--- config.mk ---
export PLATFORM = sky130hd
export DESIGN_NAME = gcd_controller_flat
export DESIGN_NICKNAME = d
export VERILOG_FILES = /design/src/rtl/gcd_controller_if.sv /design/src/rtl/gcd_controller.sv /design/src/flat_wrapper.sv
export SDC_FILE = /design/constraint.sdc
export NUM_CORES = 1
export LEC_CHECK = 0
export ABC_AREA = 1
export CORE_UTILIZATION = 47
export CTS_BUF_LIST = sky130_fd_sc_hd__clkbuf_2
export DETAILED_ROUTE_END_ITERATION = 10
export PLACE_DENSITY = 0.79
export SLEW_MARGIN = 30
export SYNTH_ARGS = -nofsm -noshare
export SYNTH_HDL_FRONTEND = slang
export SYNTH_SLANG_ARGS = --single-unit
export TNS_END_PERCENT = 30
--- constraint.sdc ---
create_clock -name clk -period 1.69 [get_ports clk]
set_clock_uncertainty 0.1 [all_clocks]
set_input_delay 0.4225 -clock clk [delete_from_list [all_inputs] [get_ports clk]]
set_output_delay 0.4225 -clock clk [all_outputs]
set_load 0.03 [all_outputs]
--- src/rtl/gcd_controller_if.sv ---
// gcd_controller_if: host handshake and datapath control/flag bundle for the GCD controller.
interface gcd_controller_if #(parameter int WIDTH = 8);
    logic             start;
    logic [WIDTH-1:0] a_in;
    logic [WIDTH-1:0] b_in;
    logic             busy;
    logic             done;
    logic [WIDTH-1:0] gcd_out;
    logic [WIDTH-1:0] iter_count;
    logic [WIDTH-1:0] dp_A;
    logic [WIDTH-1:0] dp_B;
    logic             dp_sub_A;
    logic             dp_sub_B;
    logic             dp_result;
    logic [WIDTH-1:0] dp_final_value;
    logic             dp_ANEB;
    logic             dp_AGTB;
    modport master (
        output start, a_in, b_in, dp_final_value, dp_ANEB, dp_AGTB,
        input  busy, done, gcd_out, iter_count, dp_A, dp_B, dp_sub_A, dp_sub_B, dp_result
    );
    modport slave (
        input  start, a_in, b_in, dp_final_value, dp_ANEB, dp_AGTB,
        output busy, done, gcd_out, iter_count, dp_A, dp_B, dp_sub_A, dp_sub_B, dp_result
    );
endinterface

--- src/rtl/gcd_controller.sv ---
// gcd_controller: FSM sequencing a subtractive GCD datapath with start/busy/done handshake.
module gcd_controller #(
    parameter int WIDTH = 8
) (
    input  logic           clk,
    input  logic           rst,
    gcd_controller_if.slave bus
);
    typedef enum logic [2:0] {IDLE, CMP, SUBA, SUBB, RESULT, DONE} state_t;
    state_t           state_q, state_d;
    logic [WIDTH-1:0] a_q, a_d, b_q, b_d, cnt_q, cnt_d, gcd_q, gcd_d, iter_q, iter_d;
    logic             zero_op, accept;
    logic [WIDTH-1:0] cnt_inc;
    assign zero_op = (bus.a_in == '0) || (bus.b_in == '0);
    assign accept  = (state_q == IDLE) && bus.start;
    assign cnt_inc = (&cnt_q) ? cnt_q : cnt_q + 1'b1;
    always_ff @(posedge clk) begin
        if (rst) begin
            state_q <= IDLE;
            a_q     <= '0;
            b_q     <= '0;
            cnt_q   <= '0;
            gcd_q   <= '0;
            iter_q  <= '0;
        end else begin
            state_q <= state_d;
            a_q     <= a_d;
            b_q     <= b_d;
            cnt_q   <= cnt_d;
            gcd_q   <= gcd_d;
            iter_q  <= iter_d;
        end
    end
    always_comb begin
        state_d = state_q;
        case (state_q)
            IDLE:       state_d = !bus.start ? IDLE : zero_op ? DONE : CMP;
            CMP:        state_d = !bus.dp_ANEB ? RESULT : bus.dp_AGTB ? SUBA : SUBB;
            SUBA, SUBB: state_d = CMP;
            RESULT:     state_d = DONE;
            default:    state_d = IDLE;
        endcase
    end
    // Only the smaller operand is ever subtracted from the larger, so no underflow.
    always_comb begin
        a_d    = (accept && !zero_op) ? bus.a_in : (state_q == SUBA) ? a_q - b_q : a_q;
        b_d    = (accept && !zero_op) ? bus.b_in : (state_q == SUBB) ? b_q - a_q : b_q;
        cnt_d  = (accept && !zero_op) ? '0 : (state_q == SUBA || state_q == SUBB) ? cnt_inc : cnt_q;
        gcd_d  = (accept && zero_op) ? (bus.a_in | bus.b_in) : (state_q == RESULT) ? bus.dp_final_value : gcd_q;
        iter_d = (accept && zero_op) ? '0 : (state_q == RESULT) ? cnt_q : iter_q;
    end
    always_comb begin
        bus.busy       = (state_q == CMP) || (state_q == SUBA) || (state_q == SUBB) || (state_q == RESULT);
        bus.done       = state_q == DONE;
        bus.dp_sub_A   = state_q == SUBA;
        bus.dp_sub_B   = state_q == SUBB;
        bus.dp_result  = state_q == RESULT;
        bus.dp_A       = a_q;
        bus.dp_B       = b_q;
        bus.gcd_out    = gcd_q;
        bus.iter_count = iter_q;
    end
endmodule

--- src/flat_wrapper.sv ---
// flat-port wrapper written by rule: the top's interface ports become plain ports
module gcd_controller_flat 
#(
    parameter int WIDTH = 8
)
  (clk, rst, bus_start, bus_a_in, bus_b_in, bus_dp_final_value, bus_dp_ANEB, bus_dp_AGTB, bus_busy, bus_done, bus_gcd_out, bus_iter_count, bus_dp_A, bus_dp_B, bus_dp_sub_A, bus_dp_sub_B, bus_dp_result);
  gcd_controller_if #(.WIDTH(WIDTH)) bus_i ();
  input  logic clk;
  input  logic rst;
  input wire logic [$bits(bus_i.start)-1:0] bus_start;
  input wire logic [$bits(bus_i.a_in)-1:0] bus_a_in;
  input wire logic [$bits(bus_i.b_in)-1:0] bus_b_in;
  input wire logic [$bits(bus_i.dp_final_value)-1:0] bus_dp_final_value;
  input wire logic [$bits(bus_i.dp_ANEB)-1:0] bus_dp_ANEB;
  input wire logic [$bits(bus_i.dp_AGTB)-1:0] bus_dp_AGTB;
  output wire logic [$bits(bus_i.busy)-1:0] bus_busy;
  output wire logic [$bits(bus_i.done)-1:0] bus_done;
  output wire logic [$bits(bus_i.gcd_out)-1:0] bus_gcd_out;
  output wire logic [$bits(bus_i.iter_count)-1:0] bus_iter_count;
  output wire logic [$bits(bus_i.dp_A)-1:0] bus_dp_A;
  output wire logic [$bits(bus_i.dp_B)-1:0] bus_dp_B;
  output wire logic [$bits(bus_i.dp_sub_A)-1:0] bus_dp_sub_A;
  output wire logic [$bits(bus_i.dp_sub_B)-1:0] bus_dp_sub_B;
  output wire logic [$bits(bus_i.dp_result)-1:0] bus_dp_result;
  assign bus_i.start = bus_start;
  assign bus_i.a_in = bus_a_in;
  assign bus_i.b_in = bus_b_in;
  assign bus_i.dp_final_value = bus_dp_final_value;
  assign bus_i.dp_ANEB = bus_dp_ANEB;
  assign bus_i.dp_AGTB = bus_dp_AGTB;
  assign bus_busy = bus_i.busy;
  assign bus_done = bus_i.done;
  assign bus_gcd_out = bus_i.gcd_out;
  assign bus_iter_count = bus_i.iter_count;
  assign bus_dp_A = bus_i.dp_A;
  assign bus_dp_B = bus_i.dp_B;
  assign bus_dp_sub_A = bus_i.dp_sub_A;
  assign bus_dp_sub_B = bus_i.dp_sub_B;
  assign bus_dp_result = bus_i.dp_result;
  gcd_controller #(.WIDTH(WIDTH)) u_core (.clk(clk), .rst(rst), .bus(bus_i));
endmodule
==> report_table.html, run 1 <==
<table>
<tr><th>Metric</th><th>Value</th></tr>
<tr><th colspan="2">Run status</th></tr>
<tr><td>Result of the run</td><td>finished with violations</td></tr>
<tr><td>Failing checks</td><td>negative setup slack</td></tr>
<tr><th colspan="2">Route</th></tr>
<tr><td>Vias</td><td>3183</td></tr>
<tr><td>WL/cell</td><td>about 14 um</td></tr>
<tr><td>1st-iter DRT viols</td><td>187</td></tr>
<tr><td>Vias per Instance</td><td>5.23</td></tr>
<tr><td>Post-route DRC</td><td>0</td></tr>
<tr><td>Residual antenna-violating net count after detailed routing</td><td>0</td></tr>
<tr><td>Total iterations of the first detailed-routing run</td><td>5</td></tr>
<tr><td>Drt total wl</td><td>8800 um</td></tr>
<tr><th colspan="2">CTS</th></tr>
<tr><td>Number of clock buffers inserted by TritonCTS</td><td>5</td></tr>
<tr><td>Count of hold-fix buffers inserted at cts</td><td>0</td></tr>
<tr><td>Number of buffers between clock root and the deepest sink</td><td>2</td></tr>
<tr><td>Clk Latency, worst-skew pair</td><td>0.43 ns</td></tr>
<tr><td>CTS tree</td><td>yes</td></tr>
<tr><td>Root buffer cell</td><td>clkbuf_2</td></tr>
<tr><td>Number of clock sinks</td><td>43</td></tr>
<tr><td>Level count of the clock H-tree</td><td>2</td></tr>
<tr><td>Worst-path clk slew</td><td>0.26 ns</td></tr>
<tr><th colspan="2">Power</th></tr>
<tr><td>Power per cell area</td><td>727 nW/um2</td></tr>
<tr><td>Total leakage power</td><td>between 0.0015 and 0.002 uW</td></tr>
<tr><td>Worst supply voltage drop on vdd</td><td>0.460 mV</td></tr>
<tr><th colspan="2">GRT</th></tr>
<tr><td>Number of global-route vias before repair</td><td>2997</td></tr>
<tr><td>First-pass GRT wire length</td><td>around 14000 um</td></tr>
<tr><td>Remaining global-route overflow</td><td>0</td></tr>
<tr><td>Antenna violations before repair</td><td>0</td></tr>
<tr><td>Pin count of the biggest net entering global routing</td><td>18</td></tr>
<tr><td>Overall routing resource usage</td><td>0.279</td></tr>
<tr><th colspan="2">Final layout</th></tr>
<tr><td>Post-Layout Inst Area</td><td>around 4000 um2</td></tr>
<tr><td>Ratio of cells with drive above 1 in the final layout</td><td>0.374</td></tr>
<tr><td>Count of filler cells inserted in the layout</td><td>426</td></tr>
<tr><td>Inserted Diodes</td><td>0</td></tr>
<tr><td>Area growth, synth to finish</td><td>44.4%</td></tr>
<tr><td>Net count, final</td><td>582</td></tr>
<tr><td>Non-filler cells in the finished layout</td><td>609</td></tr>
<tr><th colspan="2">Timing</th></tr>
<tr><td>Post-route fraction of the period consumed by the critical path</td><td>1.14</td></tr>
<tr><td>Final Max Tran Viols</td><td>0</td></tr>
<tr><td>Headroom to the max-slew limit</td><td>0.783</td></tr>
<tr><td>Worst setup slack after layout</td><td>-0.242 ns</td></tr>
<tr><td>Unrepaired setup endpoints after global routing</td><td>true</td></tr>
<tr><td>Number of hold violations in the final report</td><td>0</td></tr>
<tr><td>Actual transition at the worst max-transition pin</td><td>0.323 ns</td></tr>
<tr><td>Setup Viol. Count Final</td><td>11</td></tr>
<tr><td>Final critical-path required period</td><td>~1.9 ns</td></tr>
<tr><td>Total Negative Setup Slacks</td><td>-1.55 ns</td></tr>
<tr><td>Max Clock Freq</td><td>slightly above 0.5 GHz</td></tr>
<tr><th colspan="2">Floorplanning</th></tr>
<tr><td>X dimension of the die</td><td>79.4 um</td></tr>
<tr><td>Area enclosed by the die boundary</td><td>between 6000 and 7000 um2</td></tr>
<tr><td>Number of ports placed on the die boundary</td><td>66</td></tr>
<tr><td>Number of rows created at floorplan</td><td>27</td></tr>
<tr><td>Core footprint</td><td>5640 um2</td></tr>
<tr><td>Initial cell density of the core</td><td>0.500</td></tr>
<tr><td>DIE HEIGHT</td><td>79.4 um</td></tr>
<tr><th colspan="2">Placed design</th></tr>
<tr><td>Post-detail-place hpwl</td><td>between 6000 and 7000 um</td></tr>
<tr><td>Quantity of I/O buffers inserted on ports</td><td>65</td></tr>
<tr><td>Final RePlAce weighted congestion</td><td>0.928</td></tr>
<tr><td>Placed instance count</td><td>592</td></tr>
<tr><td>Standard cell area after detailed placement</td><td>3800 um2</td></tr>
<tr><th colspan="2">Synth</th></tr>
<tr><td>Number of flip-flops and latches in the synthesized netlist</td><td>43</td></tr>
<tr><td>Yosys warning total</td><td>0</td></tr>
<tr><td>Post-synthesis net count</td><td>476</td></tr>
<tr><td>Post-synthesis instance total</td><td>430</td></tr>
<tr><td>Area of the mapped netlist</td><td>2820 um2</td></tr>
<tr><td>Avg Synthesized Cell Area</td><td>6.56 um2</td></tr>
<tr><td>Post-synthesis sequential area ratio</td><td>0.305</td></tr>
<tr><td>Synth cell types</td><td>29</td></tr>
<tr><th colspan="2">Worst setup path</th></tr>
<tr><td>CP endpoint kind</td><td>primary output</td></tr>
<tr><td>Worst path top cell family by delay</td><td>flip-flops</td></tr>
<tr><td>Arrival time at the worst endpoint</td><td>between 1 and 1.5 ns</td></tr>
<tr><td>Kind of critical path</td><td>register to primary output</td></tr>
<tr><td>CP Buf/Inv Count</td><td>2</td></tr>
<tr><td>Required time of the worst setup path</td><td>1.17 ns</td></tr>
<tr><td>Worst stage delay on the critical path</td><td>0.44 ns</td></tr>
<tr><td>Critical Path Source Type</td><td>register</td></tr>
<tr><td>Cell-by-cell listing of the critical path</td><td>inv_4 -&gt; nor2_4 -&gt; nand2_2 -&gt; nand4_1 -&gt; buf_6</td></tr>
<tr><td>CP Max Fanout</td><td>3</td></tr>
<tr><td>Critical Path Slowest Stage Cell</td><td>dfxtp_4</td></tr>
<tr><th colspan="2">Min path</th></tr>
<tr><td>Hold crit path type</td><td>register to register</td></tr>
<tr><th colspan="2">Flow run</th></tr>
<tr><td>Max capacitance violation total</td><td>0</td></tr>
</table>
## metal layers
metal  vias to the layer above  GRT usage  share of wire
li1                       1564          -              -
met1                      1469      0.354           0.42
met2                       122      0.459           0.50
met3                        28     0.0469          0.052
met4                         0      0.129          0.029
met5                         -          0              0
## sequential cells by signal (all words and copies together), names as in the netlist
| name | flops |
|---|---|
| u_core.bus.dp_A | 8 |
| u_core.bus.dp_B | 8 |
| u_core.bus.gcd_out | 8 |
| u_core.bus.iter_count | 8 |
| u_core.cnt_q | 8 |
| u_core.state_q | 3 |
## where the power goes
part,switching (uW),internal [uW],leakage [uW],total (uW)
sequential,60.2,1070,0.000367,1130
combinational,759,565,0.00152,1320
clock,393,109,0.0000299,502
## cells in the mapped netlist (all sizes together)
master	n	area share
a21oi	28	0.054
a31oi	1	0.0022
and2	1	0.0022
and3	7	0.016
buf	8	0.023
clkbuf	6	0.0080
dfxtp	43	0.31
fa	2	0.014
ha	15	0.067
inv	64	0.085
nand2	118	0.16
nand3	57	0.10
nand4	3	0.0067
nor2	42	0.067
nor3	8	0.014
o21ai	7	0.012
o21bai	1	0.0040
or2	7	0.016
xnor2	1	0.0031
xor2	11	0.034
## placed cells by master (no fill, tap or decap), types with 6 or more instances in the layout
master,Yosys,final
nand3_2,1,9
buf_6,3,9
inv_1,58,50
ha_1,15,8
or2_2,7,7
nand3_1,56,48
and3_1,7,7
nand2_1,112,95
nand2_2,5,22
clkdlybuf4s50_1,0,28
a21oi_1,27,23
inv_2,6,10
o21ai_0,7,7
nor3_1,8,6
dfxtp_4,0,12
buf_2,3,28
dfxtp_2,0,19
dfxtp_1,43,12
nor2_1,39,36
ha_4,0,7
buf_4,2,44
xor2_1,11,11
## worst reg2reg max path: stages, from the launching register on
cell and delay, ns:
dfxtp_4 0.45, inv_4 0.04, ha_4 0.16, fa_2 0.41
inv_2 0.07, nand3_2 0.06, nand2_2 0.10, nand2_2 0.06
nand2_2 0.06, nand2_2 0.05, nand3_2 0.07, nand3_2 0.06
nand2_1 0.06, inv_1 0.04
## per-stage QoR
stage / setup WS [ns] / total power (uW) / utilization / hold WS, ns
2_1_floorplan: -0.0848 / 1850 / - / 0.357
3_3_place_gp: -0.374 / 2220 / 0.673 / 0.353
3_5_place_dp: -0.477 / 2250 / 0.673 / 0.354
4_1_cts: -0.255 / 2780 / 0.704 / 0.382
5_1_grt: -0.313 / 3140 / 0.721 / 0.406
6_report: -0.242 / 2960 / 0.721 / 0.378
## path summary, 6_finish.rpt
kind,startpoint,endpoint,slack (ns),cells after the start
setup / recovery,u_core.state_q[1],bus_busy,-0.24,5
setup reg to reg,u_core.bus.dp_A[0],u_core.bus.dp_A[6],-0.17,13
hold / removal,u_core.bus.iter_count[4],u_core.bus.iter_count[4],0.38,2
hold reg to reg,u_core.bus.iter_count[4],u_core.bus.iter_count[4],0.38,2
## final cells by class
cell class              instances  area [um2]  share of cell area
multi-input cells             310        1870               0.459
flip-flops and latches         43         930               0.228
well taps                      72        90.1              0.0221
repair buffers                112         883               0.217
inverters                      64         250              0.0615
clock buffers                   5        25.0             0.00615
clock inverters                 3        22.5             0.00553
## repair_timing
item,CTS,global route
setup endpoints to repair,48,72
pin swaps,4,23
setup buffers,6,3
gates cloned,0,1
gates resized for setup,138,117
## kinds of logic after synthesis
family / count (synthesis) / synth area share
and+or+nand+nor: 243 / 0.388
buffers and inverters: 78 / 0.116
DFF: 43 / 0.305
AOI/OAI and AO/OA: 37 / 0.0723
xor gates and xnor gates: 12 / 0.0373
adders and majority gates: 17 / 0.0808
Power figures use the tool's default switching activity.
==> inputs of run 2 (changes only) <==
CELL_PAD_IN_SITES_DETAIL_PLACEMENT = 2   (was not set)
CELL_PAD_IN_SITES_GLOBAL_PLACEMENT = 2   (was not set)
CORE_UTILIZATION = 25   (was 47)
GPL_TIMING_DRIVEN = 0   (was not set)
PLACE_DENSITY = not set   (was 0.79)
PLACE_DENSITY_LB_ADDON = 0.1   (was not set)
==> run 2 against run 1 <==
  * The run still ends with negative setup slack left
  * Combinational power up 13%
  * Largest cell class unchanged
  * Hold slack worse by 0.12 ns
  * Largest power group unchanged
  * Power up 18%
  * Critical path depth up 1
  * First-iteration DRC count down 68%
==> report_table.html, run 2 (synthesis gave the netlist of run 1 again) <==
<table>
<tr><th>Metric</th><th>Value</th></tr>
<tr><th colspan="2">Run status</th></tr>
<tr><td>Failing checks</td><td>negative setup slack (unchanged)</td></tr>
<tr><td>Result of the run</td><td>finished with violations (unchanged)</td></tr>
<tr><th colspan="2">Worst setup path</th></tr>
<tr><td>Arrival time at the worst endpoint</td><td>1.60 ns (was 1.41 ns)</td></tr>
<tr><td>Critical Path Slowest Stage Cell</td><td>dfxtp_4 (unchanged)</td></tr>
<tr><td>CP endpoint kind</td><td>primary output (unchanged)</td></tr>
<tr><td>CP Max Fanout</td><td>3 (unchanged)</td></tr>
<tr><td>Critical Path Source Type</td><td>register (unchanged)</td></tr>
<tr><td>Worst stage delay on the critical path</td><td>0.45 ns (was 0.44 ns)</td></tr>
<tr><td>Kind of critical path</td><td>register to primary output (unchanged)</td></tr>
<tr><td>Cell-by-cell listing of the critical path</td><td>inv_4 -&gt; nor2_4 -&gt; nand2_4 -&gt; buf_8 -&gt; nand4_1 -&gt; buf_6 (was inv_4 -&gt; nor2_4 -&gt; nand2_2 -&gt; nand4_1 -&gt; buf_6)</td></tr>
<tr><td>Required time of the worst setup path</td><td>1.17 ns (about the same)</td></tr>
<tr><th colspan="2">Floorplanning</th></tr>
<tr><td>Number of rows created at floorplan</td><td>38 (was 27)</td></tr>
<tr><td>Number of ports placed on the die boundary</td><td>66 (unchanged)</td></tr>
<tr><td>X dimension of the die</td><td>108 um (was 79.4 um)</td></tr>
<tr><td>Area enclosed by the die boundary</td><td>11700 um2 (was 6310 um2)</td></tr>
<tr><td>Core footprint</td><td>10900 um2 (was 5640 um2)</td></tr>
<tr><td>Initial cell density of the core</td><td>0.258 (was 0.500)</td></tr>
<tr><td>DIE HEIGHT</td><td>108 um (was 79.4 um)</td></tr>
<tr><th colspan="2">Power</th></tr>
<tr><td>Power per cell area</td><td>778 nW/um2 (was 727 nW/um2)</td></tr>
<tr><td>Worst supply voltage drop on vdd</td><td>0.359 mV (was 0.460 mV)</td></tr>
<tr><td>Total leakage power</td><td>0.00203 uW (was 0.00192 uW)</td></tr>
<tr><th colspan="2">Final layout</th></tr>
<tr><td>Leading cell types in the layout, fill and taps excluded</td><td>nand2_1 (95), inv_1 (48), nand3_1 (44) (was nand2_1 (95), inv_1 (50), nand3_1 (48))</td></tr>
<tr><td>Net count, final</td><td>586 (was 582)</td></tr>
<tr><td>Ratio of cells with drive above 1 in the final layout</td><td>0.394 (was 0.374)</td></tr>
<tr><td>Commonest non-fill, non-tap cell in the layout</td><td>nand2_1 (unchanged)</td></tr>
<tr><td>Count of filler cells inserted in the layout</td><td>1281 (was 426)</td></tr>
<tr><td>Area growth, synth to finish</td><td>58.5% (was 44.4%)</td></tr>
<tr><td>Final design utilization</td><td>0.409 (was 0.721)</td></tr>
<tr><td>Non-filler cells in the finished layout</td><td>681 (was 609)</td></tr>
<tr><td>Total area of sequential cells</td><td>926 um2 (was 930 um2)</td></tr>
<tr><td>Inserted Diodes</td><td>0 (unchanged)</td></tr>
<tr><td>Multi-input logic area</td><td>1980 um2 (was 1870 um2)</td></tr>
<tr><th colspan="2">Timing</th></tr>
<tr><td>Final Max Tran Viols</td><td>0 (unchanged)</td></tr>
<tr><td>Worst setup slack after layout</td><td>-0.428 ns (was -0.242 ns)</td></tr>
<tr><td>Post-route fraction of the period consumed by the critical path</td><td>1.25 (was 1.14)</td></tr>
<tr><td>Unrepaired setup endpoints after global routing</td><td>true (unchanged)</td></tr>
<tr><td>Hold WS</td><td>0.258 ns (was 0.378 ns)</td></tr>
<tr><td>Max Clock Freq</td><td>0.472 GHz (was 0.518 GHz)</td></tr>
<tr><td>Setup Viol. Count Final</td><td>34 (was 11)</td></tr>
<tr><td>Headroom to the max-slew limit</td><td>0.548 (was 0.783)</td></tr>
<tr><td>Final critical-path required period</td><td>2.12 ns (was 1.93 ns)</td></tr>
<tr><td>Number of hold violations in the final report</td><td>0 (unchanged)</td></tr>
<tr><td>Actual transition at the worst max-transition pin</td><td>0.678 ns (was 0.323 ns)</td></tr>
<tr><th colspan="2">CTS</th></tr>
<tr><td>Clk Latency, worst-skew pair</td><td>0.50 ns (was 0.43 ns)</td></tr>
<tr><td>Number of buffers between clock root and the deepest sink</td><td>2 (unchanged)</td></tr>
<tr><td>Number of clock sinks</td><td>43 (unchanged)</td></tr>
<tr><td>Root buffer cell</td><td>clkbuf_2 (unchanged)</td></tr>
<tr><td>Worst-path clk slew</td><td>0.28 ns (was 0.26 ns)</td></tr>
<tr><td>CTS tree</td><td>yes (unchanged)</td></tr>
<tr><td>Number of clock buffers inserted by TritonCTS</td><td>5 (unchanged)</td></tr>
<tr><td>Level count of the clock H-tree</td><td>2 (unchanged)</td></tr>
<tr><th colspan="2">GRT</th></tr>
<tr><td>Antenna violations before repair</td><td>0 (unchanged)</td></tr>
<tr><td>Number of global-route vias before repair</td><td>3422 (was 2997)</td></tr>
<tr><td>Overall routing resource usage</td><td>0.203 (was 0.279)</td></tr>
<tr><td>Remaining global-route overflow</td><td>0 (unchanged)</td></tr>
<tr><td>First-pass GRT wire length</td><td>17800 um (was 13600 um)</td></tr>
<tr><td>Pin count of the biggest net entering global routing</td><td>16 (was 18)</td></tr>
<tr><th colspan="2">Route</th></tr>
<tr><td>Drt total wl</td><td>12400 um (was 8800 um)</td></tr>
<tr><td>WL/cell</td><td>18.2 um (was 14.4 um)</td></tr>
<tr><td>Vias</td><td>3212 (was 3183)</td></tr>
<tr><td>Post-route DRC</td><td>0 (unchanged)</td></tr>
<tr><td>1st-iter DRT viols</td><td>59 (was 187)</td></tr>
<tr><td>Total iterations of the first detailed-routing run</td><td>4 (was 5)</td></tr>
<tr><td>Residual antenna-violating net count after detailed routing</td><td>0 (unchanged)</td></tr>
<tr><td>Vias per Instance</td><td>4.72 (was 5.23)</td></tr>
<tr><th colspan="2">Placed design</th></tr>
<tr><td>Post-detail-place hpwl</td><td>8090 um (was 6260 um)</td></tr>
<tr><td>Placed instance count</td><td>634 (was 592)</td></tr>
<tr><td>Final RePlAce weighted congestion</td><td>0.781 (was 0.928)</td></tr>
<tr><td>Quantity of I/O buffers inserted on ports</td><td>64 (was 65)</td></tr>
<tr><th colspan="2">Min path</th></tr>
<tr><td>Hold crit path type</td><td>input port to register (was register to register)</td></tr>
<tr><th colspan="2">Flow run</th></tr>
<tr><td>Max capacitance violation total</td><td>0 (unchanged)</td></tr>
</table>
run 2: per-stage QoR:
step,instance area [um2],setup WS [ns],setup TNS [ns],total power [uW]
floorplan,2860,-0.0848,-0.568,1850
global placement,3680,-0.771,-21.84,2210
detailed placement,3680,-0.791,-23.66,2250
CTS,4010,-0.460,-2.77,3210
global route,4470,-0.513,-7.16,3670
finish,4470,-0.428,-4.55,3480
run 2: metal layers:
metal	global-route usage	vias to the layer above	wire length, um
met5	0	-	0
met4	0.0489	0	204
li1	-	1575	-
met2	0.366	54	6560
met3	0.0313	16	376
met1	0.250	1567	5250
run 2: report_power, final:
part | switching, uW | internal [uW]
Combinational | 858 | 631
Clock | 442 | 407
Sequential | 66.8 | 1070
Total | 1370 | 2110
run 2: worst paths after layout:
path	end	slack [ns]	cells after the start	startpoint
max	bus_busy	-0.43	6	u_core.state_q[1]
min	u_core.bus.dp_B[1]	0.26	2	rst
max reg2reg	u_core.bus.dp_A[2]	-0.20	11	u_core.state_q[1]
min reg2reg	u_core.bus.iter_count[6]	0.38	2	u_core.bus.iter_count[6]
run 2: worst max-delay path, delay by kind of cell (launching register included):
kind | cells | cell delay (ns)
flip-flops | 1 | 0.45
buffers and inverters | 3 | 0.32
AND/OR/NAND/NOR | 3 | 0.34
run 2: final cells by class:
type | count | area share
flip-flops and latches | 43 | 0.207
clock buffers | 5 | 0.00560
multi-input cells | 309 | 0.442
repair buffers | 106 | 0.201
plain buffers | 11 | 0.0274
clock inverters | 3 | 0.0160
inverters | 64 | 0.0610
well taps | 140 | 0.0392
run 2: repair_timing:
action | CTS | global route
buffers inserted | 23 | 19
setup endpoints to repair | 72 | 50
pin swaps | 12 | 31
gates cloned | 0 | 3
gates resized for setup | 273 | 79
hold buffers | 0 | 0
